$ cat config.mk
export PLATFORM = sky130hd
export DESIGN_NAME = linebuffer_scanout
export DESIGN_NICKNAME = d
export VERILOG_FILES = /design/src/rtl/linebuffer_scanout_pkg.sv /design/src/rtl/scanout_word_fifo.sv /design/src/rtl/linebuffer_scanout.sv
export SDC_FILE = /design/constraint.sdc
export NUM_CORES = 1
export LEC_CHECK = 0
export CORE_MARGIN = 10
export CORE_UTILIZATION = 30
export CTS_CLUSTER_DIAMETER = 200
export DETAILED_ROUTE_END_ITERATION = 10
export SLEW_MARGIN = 20
export SYNTH_ARGS = -nofsm -noshare
export SYNTH_HDL_FRONTEND = slang
export SYNTH_HIERARCHICAL = 1
export SYNTH_SLANG_ARGS = --single-unit
export TNS_END_PERCENT = 1
$ cat constraint.sdc
create_clock -name clk_draw -period 4.05 [get_ports clk_draw]
set_clock_uncertainty 0.15 [all_clocks]
set_input_delay 0.81 -clock clk_draw [delete_from_list [all_inputs] [get_ports clk_draw]]
set_output_delay 0.81 -clock clk_draw [all_outputs]
set_load 0.02 [all_outputs]
$ cat src/rtl/linebuffer_scanout_pkg.sv
// Shared definitions for the line-buffer scanout block.
// Holds the FSM state type, bus widths and the sub-pixel byte selector.
package linebuffer_scanout_pkg;

    localparam int unsigned LB_ADDR_W      = 7;
    localparam int unsigned LB_WORD_W      = 128;
    localparam int unsigned PIX_W          = 8;
    localparam int unsigned SUBPIX_PER_PIX = 4;

    typedef enum logic [1:0] {
        IDLE  = 2'd0,
        RUN   = 2'd1,
        DRAIN = 2'd2
    } scan_state_e;

    // Pixel k of a word is byte (4k + sel).
    function automatic logic [PIX_W-1:0] pick_subpix(input logic [LB_WORD_W-1:0] word,
                                                     input logic [1:0]           k,
                                                     input int unsigned          sel);
        logic [PIX_W-1:0] r;
        r = '0;
        for (int unsigned i = 0; i < LB_WORD_W / PIX_W; i++) begin
            if (i == SUBPIX_PER_PIX * 32'(k) + sel) r = word[PIX_W*i +: PIX_W];
        end
        return r;
    endfunction

endpackage

$ cat src/rtl/scanout_word_fifo.sv
// Two-entry word FIFO between line-buffer read data and the pixel serialiser.
// Ports:
//   clk_draw, rst_draw_n : clock, asynchronous active-low reset
//   push, push_data      : write one 128-bit word
//   pop                  : retire the head word
//   head                 : current head word
//   count                : words held (0..2)
module scanout_word_fifo
    import linebuffer_scanout_pkg::*;
(
    input  logic                 clk_draw,
    input  logic                 rst_draw_n,
    input  logic                 push,
    input  logic [LB_WORD_W-1:0] push_data,
    input  logic                 pop,
    output logic [LB_WORD_W-1:0] head,
    output logic [1:0]           count
);

    logic [LB_WORD_W-1:0] mem_q [2];
    logic                 wr_ptr_q;
    logic                 rd_ptr_q;
    logic [1:0]           count_q;

    always_ff @(posedge clk_draw or negedge rst_draw_n) begin
        if (!rst_draw_n) begin
            mem_q[0] <= '0;
            mem_q[1] <= '0;
            wr_ptr_q <= 1'b0;
            rd_ptr_q <= 1'b0;
            count_q  <= 2'd0;
        end else begin
            if (push) begin
                mem_q[wr_ptr_q] <= push_data;
                wr_ptr_q        <= ~wr_ptr_q;
            end
            if (pop) rd_ptr_q <= ~rd_ptr_q;
            count_q <= count_q + 2'(push) - 2'(pop);
        end
    end

    assign head  = mem_q[rd_ptr_q];
    assign count = count_q;

endmodule

$ cat src/rtl/linebuffer_scanout.sv
// Scans one line out of the line buffer as a pixel stream.
// Reads words 0..LINE_WORDS-1 (one-cycle read latency), clears each word the
// cycle after it is captured, and emits four pixels per word with a
// valid/ready handshake. pix_last flags the final pixel; busy covers the line.
// Ports:
//   clk_draw, rst_draw_n              : clock, asynchronous active-low reset
//   line_start                        : start strobe (ignored unless idle)
//   lb_rd_en, lb_rd_addr, lb_rd_data  : line-buffer read port
//   lb_clr_en, lb_clr_addr            : clear-after-read port
//   pix_data, pix_valid, pix_ready    : pixel stream
//   pix_last, busy                    : end-of-line marker, line in progress
module linebuffer_scanout
    import linebuffer_scanout_pkg::*;
#(
    parameter int unsigned LINE_WORDS = 80,
    parameter int unsigned SUBPIX_SEL = 0
) (
    input  logic                 clk_draw,
    input  logic                 rst_draw_n,
    input  logic                 line_start,
    output logic                 lb_rd_en,
    output logic [LB_ADDR_W-1:0] lb_rd_addr,
    input  logic [LB_WORD_W-1:0] lb_rd_data,
    output logic                 lb_clr_en,
    output logic [LB_ADDR_W-1:0] lb_clr_addr,
    output logic [PIX_W-1:0]     pix_data,
    output logic                 pix_valid,
    input  logic                 pix_ready,
    output logic                 pix_last,
    output logic                 busy
);

    localparam int unsigned NUM_PIX = LINE_WORDS * SUBPIX_PER_PIX;
    localparam int unsigned WCNT_W  = $clog2(LINE_WORDS + 1);
    localparam int unsigned PCNT_W  = $clog2(NUM_PIX);

    scan_state_e          state_q, state_d;
    logic [WCNT_W-1:0]    rd_cnt_q, rd_cnt_d;
    logic                 rd_en_q, rd_en_d;
    logic [LB_ADDR_W-1:0] rd_addr_q, rd_addr_d;
    logic [PCNT_W-1:0]    pix_cnt_q, pix_cnt_d;
    logic                 cap_q;
    logic [LB_ADDR_W-1:0] cap_addr_q;
    logic                 clr_en_q;
    logic [LB_ADDR_W-1:0] clr_addr_q;

    logic [LB_WORD_W-1:0] fifo_head;
    logic [1:0]           fifo_count;
    logic                 fifo_pop;
    logic                 handshake;
    logic                 last_pix;
    logic                 can_issue;
    logic                 issue;

    // Buffered words plus both read-pipeline stages must leave room for one more.
    assign can_issue = (3'(fifo_count) + 3'(rd_en_q) + 3'(cap_q)) < 3'd2;
    assign pix_valid = (fifo_count != 2'd0);
    assign handshake = pix_valid && pix_ready;
    assign last_pix  = (pix_cnt_q == PCNT_W'(NUM_PIX - 1));
    assign fifo_pop  = handshake && (pix_cnt_q[1:0] == 2'd3);

    always_comb begin
        state_d   = state_q;
        rd_cnt_d  = rd_cnt_q;
        rd_en_d   = 1'b0;
        rd_addr_d = rd_addr_q;
        pix_cnt_d = pix_cnt_q;
        issue     = 1'b0;

        unique case (state_q)
            IDLE:    issue = line_start;
            RUN:     issue = can_issue;
            DRAIN:   issue = 1'b0;
            default: state_d = IDLE;
        endcase

        if (issue) begin
            rd_en_d   = 1'b1;
            rd_addr_d = LB_ADDR_W'(rd_cnt_q);
            rd_cnt_d  = rd_cnt_q + WCNT_W'(1);
            state_d   = (rd_cnt_q == WCNT_W'(LINE_WORDS - 1)) ? DRAIN : RUN;
        end

        if (handshake) begin
            pix_cnt_d = pix_cnt_q + PCNT_W'(1);
            if (last_pix) begin
                pix_cnt_d = '0;
                rd_cnt_d  = '0;
                state_d   = IDLE;
            end
        end
    end

    always_ff @(posedge clk_draw or negedge rst_draw_n) begin
        if (!rst_draw_n) begin
            state_q    <= IDLE;
            rd_cnt_q   <= '0;
            rd_en_q    <= 1'b0;
            rd_addr_q  <= '0;
            pix_cnt_q  <= '0;
            cap_q      <= 1'b0;
            cap_addr_q <= '0;
            clr_en_q   <= 1'b0;
            clr_addr_q <= '0;
        end else begin
            state_q   <= state_d;
            rd_cnt_q  <= rd_cnt_d;
            rd_en_q   <= rd_en_d;
            rd_addr_q <= rd_addr_d;
            pix_cnt_q <= pix_cnt_d;
            // cap_q marks the cycle lb_rd_data is valid; the word is pushed then.
            cap_q     <= rd_en_q;
            if (rd_en_q) cap_addr_q <= rd_addr_q;
            clr_en_q  <= cap_q;
            if (cap_q) clr_addr_q <= cap_addr_q;
        end
    end

    scanout_word_fifo u_word_fifo (
        .clk_draw   (clk_draw),
        .rst_draw_n (rst_draw_n),
        .push       (cap_q),
        .push_data  (lb_rd_data),
        .pop        (fifo_pop),
        .head       (fifo_head),
        .count      (fifo_count)
    );

    assign lb_rd_en    = rd_en_q;
    assign lb_rd_addr  = rd_addr_q;
    assign lb_clr_en   = clr_en_q;
    assign lb_clr_addr = clr_addr_q;
    assign pix_data    = pix_valid ? pick_subpix(fifo_head, pix_cnt_q[1:0], SUBPIX_SEL) : '0;
    assign pix_last    = pix_valid && last_pix;
    assign busy        = (state_q != IDLE);

endmodule
Word level (Yosys, flattened, before mapping)

Cells that the tools add are included.

Register bits: 302
Input port bits: 132
Output and inout bits: 27

Add/sub/neg operators: 6
$lt $le $gt $ge: 4
Eq/ne operators: 8
Muxes and demuxes: 22
Bitwise gates (word level): 4
Reduce and logical (&&, ||, !) cells: 9

Operators with widths:

| operator                                                                      | count |
|---|---|
| 104-bit 2-to-1 mux                                                            | 3 |
| 256-bit bitwise mux                                                           | 1 |
| 128-bit demux with 1-bit select                                               | 1 |
| 128-bit 2-to-1 mux                                                            | 1 |
| 8-bit 2-to-1 mux                                                              | 5 |
| 32-bit zero test                                                              | 1 |
| 7-bit 2-to-1 mux                                                              | 3 |
| 2-bit 2-to-1 mux                                                              | 5 |
| 9-bit by 1-bit adder with 9-bit output (second input constant)                | 1 |
| 9-bit equality test (second input constant)                                   | 1 |
| 9-bit 2-to-1 mux                                                              | 1 |
| 7-bit by 1-bit adder with 7-bit output (second input constant)                | 1 |
| 7-bit equality test (second input constant)                                   | 1 |
| 2-bit equality test (first input constant)                                    | 2 |
| 2-bit equality test (second input constant)                                   | 2 |
| 2-bit greater-or-equal comparator (second input constant)                     | 2 |
| 1-bit logical AND                                                             | 4 |
| 1-bit inverter with 2-bit output                                              | 2 |
| 2-bit nonzero test                                                            | 2 |
| 2-bit by 1-bit adder with 3-bit output                                        | 1 |
| 3-bit by 1-bit adder with 3-bit output                                        | 1 |
| 3-bit by 2-bit less-than comparator with 1-bit output (second input constant) | 1 |
| 3-bit OR reduction                                                            | 1 |
| 2-bit by 1-bit adder with 2-bit output                                        | 1 |
| 8 further kinds                                                               | 9 |

Logic depth before layout (Yosys ltp)

Word-level depth: 9
Depth in mapped cells: 8
Gate-level depth less buffers: 7

Cells and area by module

Netlist, hierarchy kept.

By module, submodules not included:

| module             | times used | cells each | area an instance (µm²) |
|---|---|---|---|
| scanout_word_fifo  | 1          | 696        | 12259.3 |
| linebuffer_scanout | 1          | 199        | 2133.3 |

Worst setup path after synthesis

No wires, ideal clock.

Path type: reg-to-output
Start: register pix_cnt_q[1]
End: output port pix_data[0]
Data arrival time: 1.793 ns
Required time: 3.090 ns
Setup slack: 1.297 ns
Stages on the path, launching flop included: 8
Cells stage by stage: dfrtp_1 -> inv_1 -> ha_1 -> clkbuf_1 -> nor2b_1 -> clkbuf_1 -> a221oi_1 -> o32ai_1

Cells in the longest elaborated chain, start to end: 6
Elaborated cells between the ends (all ways): 9

RTL lines:

| element                       | RTL line                     | RTL |
|---|---|---|
| start: declaration            | linebuffer_scanout.sv:41     | `logic [PCNT_W-1:0] pix_cnt_q, pix_cnt_d;` |
| start signal: assignment      | linebuffer_scanout.sv:110    | `pix_cnt_q <= pix_cnt_d;` |
| 32-bit zero test              | linebuffer_scanout_pkg.sv:23 | `if (i == SUBPIX_PER_PIX * 32'(k) + sel) r = word[PIX_W*i +: PIX_W];` |
| 8-bit 2-to-1 mux (3 in a row) | linebuffer_scanout_pkg.sv:23 |  |
| 8-bit 2-to-1 mux (*)          | linebuffer_scanout_pkg.sv:23 |  |
| 8-bit 2-to-1 mux (*)          | linebuffer_scanout.sv:133    | `assign pix_data = pix_valid ? pick_subpix(fifo_head, pix_cnt_q[1:0], SUBPIX_SEL) : '0;` |
| end: declaration              | linebuffer_scanout.sv:26     | `output logic [PIX_W-1:0] pix_data,` |

Every way passes the cells marked *; elsewhere a longest branch is shown, timed or not.

Worst setup path in the final report

Start: register u_word_fifo.rd_ptr_q
End: output port pix_data[3]

Cells in the longest elaborated chain, start to end: 9

RTL lines:

| element                                                | RTL line                     | RTL |
|---|---|---|
| start: declaration                                     | scanout_word_fifo.sv:22      | `logic rd_ptr_q;` |
| start signal: assignment                               | scanout_word_fifo.sv:37      | `if (pop) rd_ptr_q <= ~rd_ptr_q;` |
| 1-bit inverter with 2-bit output (implied by the code) | scanout_word_fifo.sv:42      | `assign head = mem_q[rd_ptr_q];` |
| 104-bit 2-to-1 mux (implied by the code) (3 in a row)  | scanout_word_fifo.sv:42      |  |
| named net fifo_head[3]                                 | linebuffer_scanout.sv:47     | `logic [LB_WORD_W-1:0] fifo_head;` |
| 8-bit 2-to-1 mux (4 in a row)                          | linebuffer_scanout_pkg.sv:23 |  |
| 8-bit 2-to-1 mux                                       | linebuffer_scanout.sv:133    |  |

The timed path passes the listed nets, and every way through them passes these cells. The select of a mux whose other input is x is not followed.

==> results.sh <==
export IMPL_status="finished clean"
export IMPL_dr_pass1_iters=4
export IMPL_cp_slowest_cell="dfrtp_1"
export IMPL_grt_pass1_wl_um=19800
export IMPL_relSlewSlack=0.257
export IMPL_hp_class="register to register"
export IMPL_post_cts_buffers=0
export IMPL_fp_dieArea_um2=24300
export IMPL_core_rowCount=49
export IMPL_avgViaCountPerCell=4.71
export IMPL_post_dp_hpwl_um=8190
export IMPL_wirelength_um=12000
export IMPL_drive_gt1_frac=0.290
export IMPL_via_count=3192
export IMPL_grt_max_degree=57
export IMPL_drcViolationCount=0
export IMPL_placed_area_um2=6130
export IMPL_yosys_warnings=6
export IMPL_syn_to_final_growth_pct=16.5
export IMPL_crit_buf_inv=2
export IMPL_rsz0062_at_grt="false"
export IMPL_die_x_um=156
export IMPL_p_leak_nw=2.77
export IMPL_holdBufCountCts=0
export IMPL_crit_path_max_fanout=13
export IMPL_fmax_mhz=265
export IMPL_overflow=0
export IMPL_synthCells=400
export IMPL_gp_congestion=0.746
export IMPL_crit_arrival_ns=2.81
export IMPL_ant_nets=0
export IMPL_clk_latency_ns=0.35
export IMPL_fillers=1782
export IMPL_path_class="register to output pin"
export IMPL_start_util=0.307
export IMPL_max_slew_worst_pin_slew_ns=1.11
export IMPL_nNetsFinal=584
export IMPL_finalSetupViolations=0
export IMPL_irDropWorstVdd_uv=514
export IMPL_cp_required_ns=3.09
export IMPL_core_um2=18000
export IMPL_pin_count=159
export IMPL_final_setup_tns_ns=0
export IMPL_fin_area_um2=6440
export IMPL_multiInputGateArea_um2=2380
export IMPL_cts_resized=0
export IMPL_powerDensity_nw_per_um2=880
export IMPL_cts_tree="done"
export IMPL_antenna_found_initial=0
export IMPL_grt_pass1_vias=3519
export IMPL_wire_per_inst_um=17.7
export IMPL_clk_pin_slew_worst_paths_ns=0.08
export IMPL_syn_avg_cell_area_um2=13.8
export IMPL_endpoint_kind="output pin"
export IMPL_syn_cell_area_um2=5530
export IMPL_seq_area_um2=2750
export IMPL_diodes=0
export IMPL_max_cap_violations=0
export IMPL_fp_dieH_um=156
export IMPL_portBuffers=62
export IMPL_cts_sinks=110
export IMPL_synth_nets=540
export IMPL_drtIter0Drc=181
export IMPL_hold_viol=0
export IMPL_cts_htree_levels=3
export IMPL_worstPathCellList="buf_4 -> mux2_2 -> a221oi_1 -> o32ai_1 -> clkdlybuf4s50_1"
export IMPL_startpoint_type="register"
export IMPL_path_delay_family="buffers and inverters"
export IMPL_cts_inserted_buffers=9
export IMPL_period_share=0.931
export IMPL_min_period_ns=3.77
export IMPL_slew_violations=0
export IMPL_grt_total_usage=0.102
export IMPL_cts_root_buf="clkbuf_16"
export IMPL_cts_buffer_depth=2
export IMPL_max_stage_delay_ns=0.70
==> state kept, by name, summed over array words and instances, names as in the netlist <==
name and cells:
lb_rd_addr 7, pix_cnt_q 9, cap_q 1, state_q 2, lb_clr_addr 7, lb_rd_en 1
u_word_fifo/mem_q 64, u_word_fifo/rd_ptr_q 1, u_word_fifo/wr_ptr_q 1, cap_addr_q 7, lb_clr_en 1, rd_cnt_q 7
u_word_fifo/count 2
==> path summary, 6_finish.rpt <==
kind                                   startpoint  slack [ns]  cells after the start                      to
max                          u_word_fifo/rd_ptr_q        0.28                      5             pix_data[3]
min                        u_word_fifo/mem_q[231]        0.34                      1  u_word_fifo/mem_q[231]
max reg2reg                                 cap_q        1.76                      2   u_word_fifo/mem_q[34]
min reg2reg                u_word_fifo/mem_q[231]        0.34                      1  u_word_fifo/mem_q[231]
max in group asynchronous              rst_draw_n        2.63                      2                lb_rd_en
min in group asynchronous              rst_draw_n        0.37                      1  u_word_fifo/mem_q[132]
==> cell usage in the layout, fill, tap and decap left out, types with 3 or more instances in the layout <==
master,count
nor2b_1,10
or4_1,3
o32ai_1,7
nand2_1,23
mux2_4,53
mux2_2,47
ha_1,8
o211ai_1,3
xor2_1,4
dfrtp_1,110
inv_1,5
nor3_1,5
inv_6,3
clkbuf_16,9
a221oi_1,7
nand3_1,7
o21ai_0,3
nand2b_1,4
a21oi_1,5
mux2_1,18
clkdlybuf4s50_1,61
buf_4,8
xnor2_1,5
nor2_1,8
==> metal layers <==
metal  vias up  GRT usage  wire length [um]
met3        13     0.0331               640
li1       1494          -                 -
met1      1627      0.131              5620
met5         -          0                 0
met4         0     0.0285               159
met2        58      0.161              5560
==> per-stage QoR <==
stage / power (mW) / setup slack (ns) / utilization / hold slack, ns / instances
2_1_floorplan: 4.13 / 1.30 / - / 0.302 / 400
3_3_place_gp: 4.72 / 0.609 / 0.340 / 0.313 / 662
3_5_place_dp: 4.79 / 0.637 / 0.340 / 0.323 / 662
4_1_cts: 5.76 / 0.245 / 0.357 / 0.340 / 678
5_1_grt: 6.06 / 0.133 / 0.357 / 0.347 / 678
6_report: 5.67 / 0.280 / 0.357 / 0.336 / 678
==> power breakdown <==
group / leakage (nW) / total [mW] / switching, mW / internal [mW]
logic: 1.32 / 2.69 / 1.16 / 1.53
clock network: 0.156 / 0.934 / 0.427 / 0.507
registers: 1.30 / 2.05 / 0.402 / 1.65
total: 2.77 / 5.67 / 1.98 / 3.69
==> layout make-up <==
type                       count  share of cell area
inverter                       7             0.00408
clock buffer                  10              0.0371
multi-input combinational    246               0.369
timing repair buffer          70               0.107
sequential                   110               0.427
tap                          229              0.0445
clock inverter                 6              0.0113
Power figures use the tool's default switching activity.
